File: src/rtl/alu_cmd_sequencer.sv
// Collects operand A, operand B and opcode from a word stream, drives the ALU
// and returns its result over a valid/ready handshake.
module alu_cmd_sequencer #(
    parameter int NB_DATA     = 8,
    parameter int NB_OPERADOR = 6
) (
    input  logic                   i_clock,
    input  logic                   i_reset_n,
    input  logic [NB_DATA-1:0]     i_rx_data,
    input  logic                   i_rx_valid,
    output logic [NB_DATA-1:0]     o_dato_a,
    output logic [NB_DATA-1:0]     o_dato_b,
    output logic [NB_OPERADOR-1:0] o_operador,
    input  logic [NB_DATA-1:0]     i_resultado,
    output logic [NB_DATA-1:0]     o_tx_data,
    output logic                   o_tx_valid,
    input  logic                   i_tx_ready,
    output logic                   o_busy,
    output logic                   o_error
);

    if (NB_DATA < NB_OPERADOR) begin : g_width_check
        $error("NB_DATA must be at least NB_OPERADOR");
    end

    typedef logic [NB_OPERADOR-1:0] op_t;

    localparam op_t OP_ADD = op_t'(6'b100000);
    localparam op_t OP_SUB = op_t'(6'b100010);
    localparam op_t OP_AND = op_t'(6'b100100);
    localparam op_t OP_OR  = op_t'(6'b100101);
    localparam op_t OP_XOR = op_t'(6'b100110);
    localparam op_t OP_NOR = op_t'(6'b100111);
    localparam op_t OP_SRA = op_t'(6'b000011);
    localparam op_t OP_SRL = op_t'(6'b000010);

    typedef enum logic [2:0] {
        GET_A,
        GET_B,
        GET_OP,
        EXEC,
        SEND
    } state_t;

    state_t              state_q;
    logic [NB_DATA-1:0]  dato_a_q;
    logic [NB_DATA-1:0]  dato_b_q;
    op_t                 op_q;
    logic [NB_DATA-1:0]  tx_data_q;
    logic                tx_valid_q;
    logic                busy_q;
    logic                error_q;

    op_t  rx_op;
    logic op_legal;

    assign rx_op = i_rx_data[NB_OPERADOR-1:0];

    always_comb begin
        op_legal = 1'b0;
        case (rx_op)
            OP_ADD, OP_SUB, OP_AND, OP_OR,
            OP_XOR, OP_NOR, OP_SRA, OP_SRL: op_legal = 1'b1;
            default:                        op_legal = 1'b0;
        endcase
    end

    // Words arriving in EXEC/SEND fall through untouched: there is no rx ready.
    always_ff @(posedge i_clock or negedge i_reset_n) begin
        if (!i_reset_n) begin
            state_q    <= GET_A;
            dato_a_q   <= '0;
            dato_b_q   <= '0;
            op_q       <= '0;
            tx_data_q  <= '0;
            tx_valid_q <= 1'b0;
            busy_q     <= 1'b0;
            error_q    <= 1'b0;
        end else begin
            error_q <= 1'b0;
            unique case (state_q)
                GET_A: begin
                    if (i_rx_valid) begin
                        dato_a_q <= i_rx_data;
                        state_q  <= GET_B;
                    end
                end
                GET_B: begin
                    if (i_rx_valid) begin
                        dato_b_q <= i_rx_data;
                        state_q  <= GET_OP;
                    end
                end
                GET_OP: begin
                    if (i_rx_valid) begin
                        if (op_legal) begin
                            op_q    <= rx_op;
                            busy_q  <= 1'b1;
                            state_q <= EXEC;
                        end else begin
                            error_q <= 1'b1;
                            state_q <= GET_A;
                        end
                    end
                end
                EXEC: begin
                    tx_data_q  <= i_resultado;
                    tx_valid_q <= 1'b1;
                    state_q    <= SEND;
                end
                SEND: begin
                    if (i_tx_ready) begin
                        tx_valid_q <= 1'b0;
                        busy_q     <= 1'b0;
                        state_q    <= GET_A;
                    end
                end
                default: state_q <= GET_A;
            endcase
        end
    end

    assign o_dato_a   = dato_a_q;
    assign o_dato_b   = dato_b_q;
    assign o_operador = op_q;
    assign o_tx_data  = tx_data_q;
    assign o_tx_valid = tx_valid_q;
    assign o_busy     = busy_q;
    assign o_error    = error_q;

endmodule

File: config.mk
export PLATFORM = sky130hd
export DESIGN_NAME = alu_cmd_sequencer
export DESIGN_NICKNAME = d
export VERILOG_FILES = /design/src/rtl/alu_cmd_sequencer.sv
export SDC_FILE = /design/constraint.sdc
export NUM_CORES = 1
export LEC_CHECK = 0
export CAP_MARGIN = 0
export CORE_MARGIN = 2
export CORE_UTILIZATION = 39
export DETAILED_ROUTE_END_ITERATION = 8
export GPL_TIMING_DRIVEN = 0
export PLACE_DENSITY = 0.84
export SLEW_MARGIN = 25
export SYNTH_ARGS = -nofsm -noshare
export SYNTH_HDL_FRONTEND = slang
export SYNTH_SLANG_ARGS = --single-unit
File: constraint.sdc
create_clock -name i_clock -period 1.4 [get_ports i_clock]
set_input_delay 0.28 -clock i_clock [delete_from_list [all_inputs] [get_ports i_clock]]
set_output_delay 0.28 -clock i_clock [all_outputs]
set_load 0.005 [all_outputs]
# --- After elaboration in Yosys (flattened, before gate mapping) ---
# Index checks and enable logic that the tools add are counted.
word_totals:
  elab_cells: 50
  regBits: 36
  out_inout_bits: 33
  inputBits: 20
op_classes:
  reduce_logical: 10
  muxes: 15
  eq_ne: 17
ops:
  columns: ["op", "count"]
  rows:
  - ["6-bit equality test, second input constant", 6]
  - ["3-bit one-hot mux with 5 select lines", 1]
  - ["6-bit by 2-bit equality test with 1-bit output, second input constant", 2]
  - ["3-bit 2-to-1 mux", 4]
  - ["2-bit inequality test, second input constant", 5]
  - ["4-bit AND reduction", 2]
  - ["8-bit OR reduction", 1]
  - ["1-bit 2-to-1 mux", 7]
  - ["3-bit by 2-bit equality test with 1-bit output, second input constant", 2]
  - ["2-bit AND reduction", 3]
  - ["1-bit one-hot mux with 2 select lines", 2]
  - ["2-bit nonzero test", 2]
  - ["3-bit by 1-bit equality test with 1-bit output, second input constant", 1]
  - ["3-bit equality test, second input constant", 1]
  - ["3-bit logical NOT", 1]
  - ["3-bit AND reduction", 1]
  - ["2-bit 2-to-1 mux", 1]

# --- Logic depth before layout (Yosys ltp) ---
logic_depth:
  depth_word: 6
  ltp_mapped: 5
  mapped_depth_nobuf: 4

# --- Worst setup path after synthesis ---
# OpenSTA, ideal clock, no wires.
synth_timing:
  path_kind: "register -> register"
  start: "reg state_q[2]"
  end: "reg op_q[0], in the netlist o_operador[0]"
  path_slack_ps: -140
  setup_ps: 125
  stages_incl_launch_ff: 6
  period_less_slack_ps: 1540
  t_arrival_ps: 1415
  required_time_ps: 1275
  n_path_buf: 1
  cell_sequence: "dfrtp_1 buf_6 nor2_4 nand3_2 nor4_4 mux2_2"
synth_between:
  elab_chain_len: 2
synth_lines:
  columns: ["item", "line", "text"]
  rows:
  - ["start, declared", "45", "state_t state_q;"]
  - ["start signal, assigned", "71", "state_q <= GET_A;"]
  - ["start signal, assigned", "85", "state_q <= GET_B;"]
  - ["start signal, assigned", "91", "state_q <= GET_OP;"]
  - ["3-bit by 2-bit equality test with 1-bit output", "81", "unique case (state_q)"]
  - ["3-bit AND reduction (no line)", null, null]
  - ["end signal, assigned", "97", "op_q <= rx_op;"]
  - ["end, declared", "48", "op_t op_q;"]
# Every way passes these cells.
# A chain may end at the register's enable or synchronous reset.

# --- Worst setup path in the final report ---
layout_timing:
  start: "reg state_q[0]"
  end: "reg op_q[2], in the netlist o_operador[2]"
# Same word-level chain as after synthesis.

==> run summary <==
run status = finished with violations
failing checks = setup timing
RePlAce Congestion = 0.777
TritonRoute pass-1 iters = 5
number of global-route vias before repair = 1150
Final Skew = 0.00503 ns
Detail Route Antenna Nets = 0
fin util = 0.648
Clock Path Buffers = 2
RSZ-0062 raised after global routing = true
largest cells by area after synthesis = dfrtp_1 (61%), mux2_2 (21%), nor4_4 (2.9%), nor4b_4 (1.6%), nand2_1 (1.3%)
Vias/cell = 4.87
path category of the worst min-delay check = primary input to async pin
Hold Worst Slack = 0.452 ns
Root Driver = clkbuf_8
die width = 65.5 µm
# clock sinks = 36
Post-Route WL = 3510 µm
Final Critical Period = 1.53 ns
Num CTS Buffers = 5
Max Cap Viol = 0
clock slew at reported path FFs = 0.07 ns
number of synthesized flops with an enable pin = 0
Total Power = 4.76 mW
DR iter-0 viols = 44
Arr. time, crit path = 1.70 ns
fin nets = 196
unique cell type count in the Yosys netlist = 23
fmax = 653 MHz
ys async rst share = 1.00
Least-Margin Pin Slew = 0.405 ns
synthesis-to-layout area growth = 60.8%
top-count cell post-synth = dfrtp_1
FF+latch count, synth = 36
Slew HR = 0.730
CTS tree = done
post-DP HPWL = 2350 µm
H-tree Lvls = 2
Crit Path Class = flip-flop to flip-flop
Top FF cell, synth = dfrtp_1
PD cells = 2010 nW/µm²
DIE HEIGHT = 65.5 µm
initial antenna violation count = 0
Commonest cells post-synth = dfrtp_1 (36), mux2_2 (28), nand2_1 (5)
hold violation total from the final report = 0
most used cell, CP = buf_6
Crit Path Max Fanout = 5
pre-CTS setup slack = -0.748 ns
cell count after synthesis = 98
n_diodes = 0
yosys warns = 0
cells along the critical path = buf_6, nor2_4, nand3_2, nor4_4, buf_6, mux2_4
Clock Latency Late Sink = 0.28 ns
post-synthesis sequential area ratio = 0.611
syn nets = 118
largest net degree at the start of global routing = 22
Top-Level Pins = 53
maximum VDD drop = 0.00113 V
Synth Area per Inst = 15.1 µm²
post-synth top area share = 0.611
Initial Util = 0.403
# DRC = 0
die footprint = 4290 µm²
Final Cycle Share = 1.09
site row count = 22
fin worst setup slack = -0.132 ns
Cell Count Post-Placement = 199
Synth area leader = dfrtp_1
first-pass GRT wire length = 5920 µm
wire length per cell = 15.6 µm
Final Non-Filler Cells = 225
share of layout cells above drive strength 1 = 0.373
Layout fillers = 286
Vias = 1095
slowest stage delay, CP = 0.38 ns
final setup violating endpoints = 22
WP data required = 1.57 ns
startpoint types = flip-flop
total grt overflow = 0
Syn Std Cell Area = 1480 µm²
Core ar. = 3660 µm²
Max Transition Viols Final = 0
Slowest-stage cell, CP = dfrtp_1
# port buffers = 52
Setup crit end kind = flip-flop
leakage power = 1.15 nW
total track usage = 0.188
final cells by class:
cell class / instances / area [µm²] / share of cell area
clock inverters: 1 / 8.76 / 0.00369
repair buffers: 71 / 669 / 0.282
inverters: 1 / 3.75 / 0.00158
plain buffers: 3 / 33.8 / 0.0142
multi-input cells: 58 / 619 / 0.261
flip-flops and latches: 36 / 901 / 0.380
clock buffers: 7 / 76.3 / 0.0322
well taps: 48 / 60.1 / 0.0253
path summary, 6_finish.rpt:
path / startpoint / endpoint / slack, ns / depth (start not counted)
worst max register to register: state_q[0] / o_operador[2] / -0.13 / 6
worst max-delay path: state_q[0] / o_operador[2] / -0.13 / 6
max in group asynchronous: i_reset_n / o_tx_valid / 0.51 / 3
worst min-delay path: i_reset_n / o_dato_b[6] / 0.45 / 2
min in group i_clock: i_rx_data[2] / o_dato_b[2] / 0.46 / 2
worst min register to register: o_tx_data[1] / o_tx_data[1] / 0.50 / 1
routing by layer:
layer,track usage,up-vias,share of wire
met5,0,-,0
met3,0.0685,8,0.052
met1,0.216,543,0.40
li1,-,507,-
met2,0.320,37,0.53
met4,0.0677,0,0.023
registers in the layout (all words and copies together), names as in the netlist:
register and cells:
o_dato_a 8, o_dato_b 8, o_tx_data 8, o_operador 6, state_q 3, o_busy 1, o_error 1, o_tx_valid 1
placed cells by master, fill, tap and decap left out, types with 2 or more instances in the layout:
cell type,count
dlygate4sd2_1,37
dfrtp_1,36
mux2_4,18
clkdlybuf4s50_1,13
buf_4,13
mux2_2,10
buf_6,5
nand2_1,5
clkbuf_8,5
nor2_1,4
o21ai_0,3
nor4_4,2
and2b_2,2
a21oi_1,2
clkbuf_1,2
buf_12,2
logic make-up after synthesis:
kind of cell,Yosys count,synth area share
buf+inv,4,0.0204
flops,36,0.611
simple gates,22,0.120
mux,28,0.214
compound gates,8,0.0348
repair_timing:
item	CTS	global route
hold buffers	1	0
hold endpoints to repair	15	0
setup endpoints to repair	65	23
pin swaps	5	1
resized for setup	52	3
setup buffers	15	2
critical path, delay by kind of cell, from the launching register on:
kind,cells,cell delay [ns]
flops,1,0.38
mux,1,0.30
buf+inv,2,0.32
simple gates,3,0.42
power breakdown:
| part | switching, mW | internal, mW | leakage (nW) |
|---|---|---|---|
| registers | 0.236 | 1.52 | 0.440 |
| logic | 0.823 | 1.47 | 0.663 |
| clock network | 0.353 | 0.355 | 0.0424 |
| total | 1.41 | 3.35 | 1.15 |
stage by stage:
stage	TNS [ns]	cell area, µm²
after floorplan	-2.49	1500
after global placement	-36.94	2080
after CTS	-0.688	2340
after detailed placement	-15.97	2100
after global routing	-2.38	2370
final	-1.32	2370
Note: power is estimated with default switching activity, not from simulation.
